File: src/rtl/apb_mas_ctrl_if.sv
// Command, response and APB bus bundle for the APB master controller.
// master = controller side, slave = sequencer plus APB slaves side.
interface apb_mas_ctrl_if #(
  parameter int AW      = 32,
  parameter int DW      = 32,
  parameter int SW      = DW/8,
  parameter int NUM_SLV = 4
);
  logic              cmd_valid;
  logic              cmd_ready;
  logic              cmd_write;
  logic [AW-1:0]     cmd_addr;
  logic [DW-1:0]     cmd_wdata;
  logic [SW-1:0]     cmd_strb;
  logic [2:0]        cmd_prot;
  logic              rsp_valid;
  logic              rsp_ready;
  logic [DW-1:0]     rsp_rdata;
  logic              rsp_err;
  logic              rsp_timeout;
  logic [NUM_SLV-1:0] PSEL;
  logic              PENABLE;
  logic [AW-1:0]     PADDR;
  logic [DW-1:0]     PWDATA;
  logic              PWRITE;
  logic [SW-1:0]     PSTROB;
  logic [2:0]        PPROT;
  logic [NUM_SLV*DW-1:0] PRDATA;
  logic [NUM_SLV-1:0] PREADY;
  logic [NUM_SLV-1:0] PSLVERR;

  modport master (
    input  cmd_valid, cmd_write, cmd_addr,
    input  cmd_wdata, cmd_strb, cmd_prot,
    output cmd_ready,
    output rsp_valid, rsp_rdata,
    output rsp_err, rsp_timeout,
    input  rsp_ready,
    output PSEL, PENABLE, PADDR, PWDATA,
    output PWRITE, PSTROB, PPROT,
    input  PRDATA, PREADY, PSLVERR
  );

  modport slave (
    output cmd_valid, cmd_write, cmd_addr,
    output cmd_wdata, cmd_strb, cmd_prot,
    input  cmd_ready,
    input  rsp_valid, rsp_rdata,
    input  rsp_err, rsp_timeout,
    output rsp_ready,
    input  PSEL, PENABLE, PADDR, PWDATA,
    input  PWRITE, PSTROB, PPROT,
    output PRDATA, PREADY, PSLVERR
  );
endinterface

File: src/rtl/apb_mas_ctrl.sv
// APB master controller: command FIFO feeding a SETUP/ACCESS/RESP
// sequencer that drives one of NUM_SLV slaves and returns responses.
module apb_mas_ctrl #(
  parameter int APB_ADDR_WIDTH  = 32,
  parameter int APB_DATA_WIDTH  = 32,
  parameter int APB_STROB_WIDTH = APB_DATA_WIDTH/8,
  parameter int NUM_SLV         = 4,
  parameter int SLV_SEL_LSB     = 12,
  parameter int CMD_DEPTH       = 4,
  parameter int TIMEOUT         = 16
) (
  input logic            clk,
  input logic            rstn,
  apb_mas_ctrl_if.master bus
);
  localparam int AW   = APB_ADDR_WIDTH;
  localparam int DW   = APB_DATA_WIDTH;
  localparam int SW   = APB_STROB_WIDTH;
  localparam int SELW = (NUM_SLV > 1) ? $clog2(NUM_SLV) : 1;
  localparam int PW   = $clog2(CMD_DEPTH);
  localparam int CW   = PW + 1;
  localparam int TW   = (TIMEOUT > 1) ? $clog2(TIMEOUT) : 1;

  typedef struct packed {
    logic          write;
    logic [AW-1:0] addr;
    logic [DW-1:0] wdata;
    logic [SW-1:0] strb;
    logic [2:0]    prot;
  } cmd_t;

  typedef enum logic [1:0] {
    IDLE, SETUP, ACCESS, RESP
  } state_t;

  cmd_t          mem_q [CMD_DEPTH];
  cmd_t          cmd_in;
  cmd_t          head;
  logic [PW-1:0] wptr_q, wptr_d;
  logic [PW-1:0] rptr_q, rptr_d;
  logic [CW-1:0] cnt_q, cnt_d;
  logic          rdy_q, rdy_d;
  logic          push, pop;
  logic          dispatch;

  state_t        st_q, st_d;
  logic [TW-1:0] tmo_q, tmo_d;
  logic [SELW-1:0] idx_q, idx_d;
  logic [SELW-1:0] head_idx;
  logic          head_bad;

  logic [AW-1:0] paddr_q, paddr_d;
  logic [DW-1:0] pwdata_q, pwdata_d;
  logic          pwrite_q, pwrite_d;
  logic [SW-1:0] pstrb_q, pstrb_d;
  logic [2:0]    pprot_q, pprot_d;

  logic [DW-1:0] rdata_q, rdata_d;
  logic          err_q, err_d;
  logic          tout_q, tout_d;

  logic [NUM_SLV-1:0] psel;
  logic          sel_rdy, sel_err;
  logic [DW-1:0] sel_rdata;
  logic          timed_out;

  assign cmd_in = '{
    write: bus.cmd_write,
    addr:  bus.cmd_addr,
    wdata: bus.cmd_wdata,
    strb:  bus.cmd_strb,
    prot:  bus.cmd_prot
  };

  assign push     = bus.cmd_valid && rdy_q;
  assign head     = mem_q[rptr_q];
  assign head_idx = head.addr[SLV_SEL_LSB +: SELW];
  assign head_bad = 32'(head_idx) >= 32'(NUM_SLV);

  always_ff @(posedge clk) begin
    if (push) mem_q[wptr_q] <= cmd_in;
  end

  always_comb begin
    wptr_d = wptr_q + PW'(push);
    rptr_d = rptr_q + PW'(pop);
    cnt_d  = cnt_q;
    unique case ({push, pop})
      2'b10:   cnt_d = cnt_q + CW'(1);
      2'b01:   cnt_d = cnt_q - CW'(1);
      default: cnt_d = cnt_q;
    endcase
    rdy_d = cnt_d != CW'(CMD_DEPTH);
  end

  // Only the addressed slave's handshake is ever looked at.
  always_comb begin
    psel      = '0;
    sel_rdy   = 1'b0;
    sel_err   = 1'b0;
    sel_rdata = '0;
    for (int i = 0; i < NUM_SLV; i++) begin
      if (idx_q == SELW'(i)) begin
        psel[i]   = (st_q == SETUP) ||
                    (st_q == ACCESS);
        sel_rdy   = bus.PREADY[i];
        sel_err   = bus.PSLVERR[i];
        sel_rdata = bus.PRDATA[i*DW +: DW];
      end
    end
  end

  assign timed_out = (TIMEOUT != 0) &&
                     (tmo_q == TW'(TIMEOUT - 1));

  always_comb begin
    st_d     = st_q;
    tmo_d    = tmo_q;
    idx_d    = idx_q;
    paddr_d  = paddr_q;
    pwdata_d = pwdata_q;
    pwrite_d = pwrite_q;
    pstrb_d  = pstrb_q;
    pprot_d  = pprot_q;
    rdata_d  = rdata_q;
    err_d    = err_q;
    tout_d   = tout_q;
    pop      = 1'b0;
    dispatch = 1'b0;
    unique case (st_q)
      IDLE: dispatch = cnt_q != '0;
      SETUP: begin
        st_d  = ACCESS;
        tmo_d = '0;
      end
      ACCESS: begin
        if (sel_rdy) begin
          st_d    = RESP;
          rdata_d = (pwrite_q || sel_err) ?
                    '0 : sel_rdata;
          err_d   = sel_err;
          tout_d  = 1'b0;
        end else if (timed_out) begin
          st_d    = RESP;
          rdata_d = '0;
          err_d   = 1'b1;
          tout_d  = 1'b1;
        end else begin
          tmo_d = tmo_q + TW'(1);
        end
      end
      RESP: begin
        if (bus.rsp_ready) begin
          st_d     = IDLE;
          dispatch = cnt_q != '0;
        end
      end
      default: st_d = IDLE;
    endcase
    // An out-of-range slave index answers without touching the bus.
    if (dispatch) begin
      pop = 1'b1;
      if (head_bad) begin
        st_d    = RESP;
        rdata_d = '0;
        err_d   = 1'b1;
        tout_d  = 1'b0;
      end else begin
        st_d     = SETUP;
        idx_d    = head_idx;
        paddr_d  = head.addr;
        pwdata_d = head.wdata;
        pwrite_d = head.write;
        pstrb_d  = head.write ? head.strb : '0;
        pprot_d  = head.prot;
      end
    end
  end

  always_ff @(posedge clk) begin
    if (rstn) begin
      wptr_q   <= '0;
      rptr_q   <= '0;
      cnt_q    <= '0;
      rdy_q    <= 1'b0;
      st_q     <= IDLE;
      tmo_q    <= '0;
      idx_q    <= '0;
      paddr_q  <= '0;
      pwdata_q <= '0;
      pwrite_q <= 1'b0;
      pstrb_q  <= '0;
      pprot_q  <= '0;
      rdata_q  <= '0;
      err_q    <= 1'b0;
      tout_q   <= 1'b0;
    end else begin
      wptr_q   <= wptr_d;
      rptr_q   <= rptr_d;
      cnt_q    <= cnt_d;
      rdy_q    <= rdy_d;
      st_q     <= st_d;
      tmo_q    <= tmo_d;
      idx_q    <= idx_d;
      paddr_q  <= paddr_d;
      pwdata_q <= pwdata_d;
      pwrite_q <= pwrite_d;
      pstrb_q  <= pstrb_d;
      pprot_q  <= pprot_d;
      rdata_q  <= rdata_d;
      err_q    <= err_d;
      tout_q   <= tout_d;
    end
  end

  assign bus.cmd_ready   = rdy_q;
  assign bus.rsp_valid   = st_q == RESP;
  assign bus.rsp_rdata   = rdata_q;
  assign bus.rsp_err     = err_q;
  assign bus.rsp_timeout = tout_q;
  assign bus.PSEL        = psel;
  assign bus.PENABLE     = st_q == ACCESS;
  assign bus.PADDR       = paddr_q;
  assign bus.PWDATA      = pwdata_q;
  assign bus.PWRITE      = pwrite_q;
  assign bus.PSTROB      = pstrb_q;
  assign bus.PPROT       = pprot_q;
endmodule

File: src/flat_wrapper.sv
// flat-port wrapper written by rule: the top's interface ports become plain ports
module apb_mas_ctrl_flat 
#(
  parameter int APB_ADDR_WIDTH  = 32,
  parameter int APB_DATA_WIDTH  = 32,
  parameter int APB_STROB_WIDTH = APB_DATA_WIDTH/8,
  parameter int NUM_SLV         = 4,
  parameter int SLV_SEL_LSB     = 12,
  parameter int CMD_DEPTH       = 4,
  parameter int TIMEOUT         = 16
)
  (clk, rstn, bus_cmd_valid, bus_cmd_write, bus_cmd_addr, bus_cmd_wdata, bus_cmd_strb, bus_cmd_prot, bus_cmd_ready, bus_rsp_valid, bus_rsp_rdata, bus_rsp_err, bus_rsp_timeout, bus_rsp_ready, bus_PSEL, bus_PENABLE, bus_PADDR, bus_PWDATA, bus_PWRITE, bus_PSTROB, bus_PPROT, bus_PRDATA, bus_PREADY, bus_PSLVERR);
  apb_mas_ctrl_if #(.AW(32), .DW(32), .SW(4), .NUM_SLV(NUM_SLV)) bus_i ();
  input logic clk;
  input logic rstn;
  input wire logic [$bits(bus_i.cmd_valid)-1:0] bus_cmd_valid;
  input wire logic [$bits(bus_i.cmd_write)-1:0] bus_cmd_write;
  input wire logic [$bits(bus_i.cmd_addr)-1:0] bus_cmd_addr;
  input wire logic [$bits(bus_i.cmd_wdata)-1:0] bus_cmd_wdata;
  input wire logic [$bits(bus_i.cmd_strb)-1:0] bus_cmd_strb;
  input wire logic [$bits(bus_i.cmd_prot)-1:0] bus_cmd_prot;
  output wire logic [$bits(bus_i.cmd_ready)-1:0] bus_cmd_ready;
  output wire logic [$bits(bus_i.rsp_valid)-1:0] bus_rsp_valid;
  output wire logic [$bits(bus_i.rsp_rdata)-1:0] bus_rsp_rdata;
  output wire logic [$bits(bus_i.rsp_err)-1:0] bus_rsp_err;
  output wire logic [$bits(bus_i.rsp_timeout)-1:0] bus_rsp_timeout;
  input wire logic [$bits(bus_i.rsp_ready)-1:0] bus_rsp_ready;
  output wire logic [$bits(bus_i.PSEL)-1:0] bus_PSEL;
  output wire logic [$bits(bus_i.PENABLE)-1:0] bus_PENABLE;
  output wire logic [$bits(bus_i.PADDR)-1:0] bus_PADDR;
  output wire logic [$bits(bus_i.PWDATA)-1:0] bus_PWDATA;
  output wire logic [$bits(bus_i.PWRITE)-1:0] bus_PWRITE;
  output wire logic [$bits(bus_i.PSTROB)-1:0] bus_PSTROB;
  output wire logic [$bits(bus_i.PPROT)-1:0] bus_PPROT;
  input wire logic [$bits(bus_i.PRDATA)-1:0] bus_PRDATA;
  input wire logic [$bits(bus_i.PREADY)-1:0] bus_PREADY;
  input wire logic [$bits(bus_i.PSLVERR)-1:0] bus_PSLVERR;
  assign bus_i.cmd_valid = bus_cmd_valid;
  assign bus_i.cmd_write = bus_cmd_write;
  assign bus_i.cmd_addr = bus_cmd_addr;
  assign bus_i.cmd_wdata = bus_cmd_wdata;
  assign bus_i.cmd_strb = bus_cmd_strb;
  assign bus_i.cmd_prot = bus_cmd_prot;
  assign bus_cmd_ready = bus_i.cmd_ready;
  assign bus_rsp_valid = bus_i.rsp_valid;
  assign bus_rsp_rdata = bus_i.rsp_rdata;
  assign bus_rsp_err = bus_i.rsp_err;
  assign bus_rsp_timeout = bus_i.rsp_timeout;
  assign bus_i.rsp_ready = bus_rsp_ready;
  assign bus_PSEL = bus_i.PSEL;
  assign bus_PENABLE = bus_i.PENABLE;
  assign bus_PADDR = bus_i.PADDR;
  assign bus_PWDATA = bus_i.PWDATA;
  assign bus_PWRITE = bus_i.PWRITE;
  assign bus_PSTROB = bus_i.PSTROB;
  assign bus_PPROT = bus_i.PPROT;
  assign bus_i.PRDATA = bus_PRDATA;
  assign bus_i.PREADY = bus_PREADY;
  assign bus_i.PSLVERR = bus_PSLVERR;
  apb_mas_ctrl #(.APB_ADDR_WIDTH(APB_ADDR_WIDTH), .APB_DATA_WIDTH(APB_DATA_WIDTH), .APB_STROB_WIDTH(APB_STROB_WIDTH), .NUM_SLV(NUM_SLV), .SLV_SEL_LSB(SLV_SEL_LSB), .CMD_DEPTH(CMD_DEPTH), .TIMEOUT(TIMEOUT)) u_core (.clk(clk), .rstn(rstn), .bus(bus_i));
endmodule
File: config.mk
export PLATFORM = sky130hd
export DESIGN_NAME = apb_mas_ctrl_flat
export DESIGN_NICKNAME = d
export VERILOG_FILES = /design/src/rtl/apb_mas_ctrl_if.sv /design/src/rtl/apb_mas_ctrl.sv /design/src/flat_wrapper.sv
export SDC_FILE = /design/constraint.sdc
export NUM_CORES = 1
export LEC_CHECK = 0
export BUFFER_PORTS_ARGS = -buffer_cell sky130_fd_sc_hd__buf_2
export CAP_MARGIN = 20
export CORE_MARGIN = 2
export CORE_UTILIZATION = 38
export DETAILED_ROUTE_END_ITERATION = 8
export SLEW_MARGIN = 5
export SYNTH_ARGS = -nofsm -noshare
export SYNTH_HDL_FRONTEND = slang
export SYNTH_SLANG_ARGS = --single-unit
export TNS_END_PERCENT = 10
File: constraint.sdc
create_clock -name clk -period 9.2 [get_ports clk]
set_input_delay 0.46 -clock clk [delete_from_list [all_inputs] [get_ports clk]]
set_output_delay 0.46 -clock clk [all_outputs]
set_load 0.02 [all_outputs]
==> results by group <==
Outcome
  – Run status: complete, no violations

Layout
  – Core occupancy in the finished layout: 47.36%
  – Fraction of final layout cells sized beyond drive strength 1: 40.75%
  – Nets: 1,448
  – Signed area change from the synthesized netlist to the final layout: 22.36%

Global route
  – Largest net degree at the start of global routing: 74
  – Overall routing resource usage: 17.95%
  – Via count of the first global-routing pass: 9,392
  – Wire length of the first global-routing pass: 55,840 um
  – Residual overflow from global routing: 0
  – Number of antenna violations at the first check in global routing: 10

Logic synthesis
  – Compound-Gate Fraction of Synth Area: 5.017%
  – Synthesized instance count: 903
  – Top cells by area in the synthesized netlist: edfxtp_1, dfxtp_1, mux4_2
  – Warning count from the yosys run: 0
  – Fraction of synthesis flops using an asynchronous set or reset pin: 0%
  – Multiplexer area fraction after synthesis: 15.49%
  – Post-Synth Adder-Cell Area: 0.7756%
  – Post-synthesis net count: 1,124
  – Top cell type's share of synthesized area: 55.85%
  – Synth unique cells: 39
  – Summed instance area of the synthesized netlist: 15,490 um2
  – Most used standard cells in the synthesized netlist: edfxtp_1, nand2_1, dfxtp_1, mux4_2, a21oi_1
  – Number of synthesized register bits: 408
  – Number of enable flip-flop cells after synthesis: 288
  – Syn Area/Cell: 17.15 um2
  – Main combinational cell family by area after synthesis: multiplexers
  – Simple-gate share of the synthesized area: 5.090%
  – Dominant cell by count in the synthesized netlist: edfxtp_1
  – Seq/Total Area, Yosys: 71.36%
  – Top cell type by total area after synthesis: edfxtp_1
  – Top FF cell, synth: edfxtp_1
  – Fraction of synthesized cell area in xor and xnor cells: 0.2828%

Route
  – DRT Pass-1 Iters: 7
  – Wire length per cell: 21.49 um
  – Final wirelength: 38,420 um
  – Count of vias placed by the detailed router: 9,054
  – Number of routed nets with antenna violations: 0
  – Initial DRC count: 433
  – Drt drc: 0
  – Number of vias per cell after detailed routing: 5.064

Timing
  – Maximum clock skew at final layout: 0.02601 ns
  – Hold Fails Final Rpt: 0
  – Setup repair after global routing missed its margin: false
  – Slew at the pin closest to its max-slew limit: 1.027 ns
  – Slew HR: 31.51%
  – Setup-violating endpoint count in the final report: 0
  – Post-route fraction of the period consumed by the critical path: 35.24%
  – Highest clock frequency the design can meet: 0.3085 GHz
  – Period minus WS final: 3.242 ns
  – Worst hold slack: 0.1088 ns
  – TNS Setup: 0 ns
  – Final slew viol count: 0

Power
  – Switching portion of total power: 31.94%
  – Pwr Density: 293.6 nW/um2
  – Cell-internal power: 3.786 mW
  – Clock power share: 28.8%
  – Combinational power share: 28.1%
  – Power share of the sequential group: 43.2%
  – Net Sw Power: 1.777 mW
  – Worst IR Drop VDD: 0.0002149 V
  – Lkg Pwr: 6.881 nW

Worst setup path
  – Capturing element type of the critical path: flip-flop
  – Most common cell on crit path: ha_1
  – Critical path startpoint category: flip-flop
  – Worst endpoint required time: 9.62 ns
  – Startpoint of the worst-slack reg-to-reg timing path: u_core.st_q[0]
  – Number of cells traversed by the worst register-to-register path: 7
  – FF-to-FF setup slack: 5.96 ns
  – Type of the setup path with the least slack: flip-flop to flip-flop
  – Critical path buffer and inverter count: 3
  – Crit path max fanout: 73
  – Arrival time reported for the critical path endpoint: 3.66 ns
  – Destination of the worst register-to-register timing path: u_core.rptr_q[0]
  – Family with the most delay on the worst path: buffers and inverters
  – CP Cell Sequence: inv_1, ha_1, or3_4, inv_2, buf_4, ha_1, nor2b_1
  – Critical-path top delay cell: or3_4
  – Slowest cell delay on critical path: 0.79 ns

CTS
  – Clock tree from TritonCTS: yes
  – Clock insertion delay at the later pin of the skew report: 0.56 ns
  – CTS hold repair buffers: 0
  – CTS-repair resized insts: 0
  – Clock transition at path regs: 0.06 ns
  – Maximum number of buffers from clock root to sink: 3
  – H-tree depth: 2
  – Total number of clock tree sinks: 408
  – Post-CTS setup buffer count: 0
  – CTS Buf Count: 42
  – CTS Root Cell: clkbuf_16

Floorplanning
  – Die Ht: 205.9 um
  – Site Rows: 73
  – Area of the die: 42,380 um2
  – Horizontal die dimension: 205.9 um
  – Starting utilization of the core area: 38.71%
  – Placeable core region: 40,010 um2
  – Count of boundary I/O pins: 325

Place
  – I/O Buffers: 324
  – Detailed placement HPWL: 23,990 um
  – Final Wtd Congestion: 0.8442

Hold path
  – Number of cells on the worst hold path: 1
  – Type of the most critical hold path: input pin to flip-flop
  – End point of the most critical hold path: u_core.mem_q[2][1]
  – Hold path startpoint: bus_cmd_prot[1]

Job
  – Count of maximum capacitance violations: 0
-- layer usage --
metal  track usage (%)  vias to the layer above  part of all wire (%)
li1                  -                     4164                     -
met1             20.44                     4514                    38
met2             32.22                      309                    51
met3             4.163                       61                   7.3
met4             7.806                        6                   3.4
met5                 0                        -                 0.088
-- cell usage in the layout (no fill, tap or decap), types with 3 or more instances in the layout --
| cell type | n |
|---|---|
| inv_1 | 7 |
| clkinv_1 | 5 |
| clkbuf_1 | 17 |
| buf_4 | 14 |
| o21ai_1 | 3 |
| nor2_1 | 16 |
| xor2_1 | 3 |
| clkbuf_8 | 4 |
| diode_2 | 4 |
| buf_2 | 323 |
| ha_1 | 8 |
| nand2_1 | 143 |
| clkbuf_16 | 43 |
| a211oi_1 | 5 |
| mux4_2 | 106 |
| clkinv_2 | 3 |
| dfxtp_1 | 117 |
| a22oi_1 | 4 |
| a22o_1 | 32 |
| nor3_1 | 6 |
| a21oi_1 | 73 |
| edfxtp_1 | 288 |
| nor2b_1 | 4 |
-- cell families after synthesis --
family | Yosys count
AO/OA/AOI/OAI | 122
XOR/XNOR | 5
adder cells (fa/ha/maj) | 9
buffers and inverters | 66
flip-flops | 408
multiplexers | 107
AND/OR/NAND/NOR | 186
-- cell type report --
type	instances	area [um2]
fill	3513	21060
sequential	408	11060
multi-input combinational	429	4159
timing repair buffer	338	1749
clock buffer	64	1195
tap	525	656.9
clock inverter	12	88.84
inverter	8	30.03
antenna	4	10.01
-- flip-flops by register name (all words and copies together) (netlist names) --
signal,cells
u_core.mem_q,288
u_core.bus.PADDR,32
u_core.bus.PWDATA,32
u_core.bus.rsp_rdata,32
u_core.bus.PSTROB,4
u_core.tmo_q,4
u_core.bus.PPROT,3
u_core.cnt_q,3
u_core.rptr_q,2
u_core.st_q,2
u_core.wptr_q,2
u_core.bus.PWRITE,1
u_core.bus.cmd_ready,1
u_core.bus.rsp_err,1
u_core.bus.rsp_timeout,1
-- worst max path at each step --
stage / start / endpoint / slack (ns) / cells after the start
2_1_floorplan: u_core.bus.cmd_ready / u_core.mem_q[1][0] / 2.70 / 2
3_3_place_gp: u_core.st_q[0] / u_core.rptr_q[0] / 5.92 / 7
3_5_place_dp: u_core.st_q[0] / u_core.rptr_q[0] / 5.87 / 7
4_1_cts: u_core.st_q[0] / u_core.rptr_q[0] / 5.87 / 7
5_1_grt: u_core.st_q[0] / u_core.rptr_q[0] / 5.72 / 7
6_report: u_core.st_q[0] / u_core.rptr_q[0] / 5.96 / 7
-- power groups by stage --
stage / combinational (mW) / clock [mW] / sequential (mW)
2_1_floorplan: 1.03 / 0 / 2.50
3_3_place_gp: 1.59 / 0 / 2.44
3_5_place_dp: 1.60 / 0 / 2.45
4_1_cts: 1.61 / 1.65 / 2.41
5_1_grt: 1.71 / 1.72 / 2.44
6_report: 1.56 / 1.60 / 2.40
-- worst reg2reg max path: cells and delay by family (launching register included) --
family	cells	cell delay, ns
adders and majority gates	2	0.84
buffers and inverters	3	0.99
and+or+nand+nor	2	0.91
DFF	1	0.35
-- metrics by stage --
stage          instance area [um2]  worst slack [ns]  cells  power [mW]
2_1_floorplan                15490             2.703    903       3.532
3_3_place_gp                 17630             5.924   1707       4.025
3_5_place_dp                 17650             5.874   1708       4.046
4_1_cts                      18940             5.871   1784       5.667
5_1_grt                      18940             5.721   1786       5.875
6_report                     18950             5.958   1788       5.563
Power figures use the tool's default switching activity.
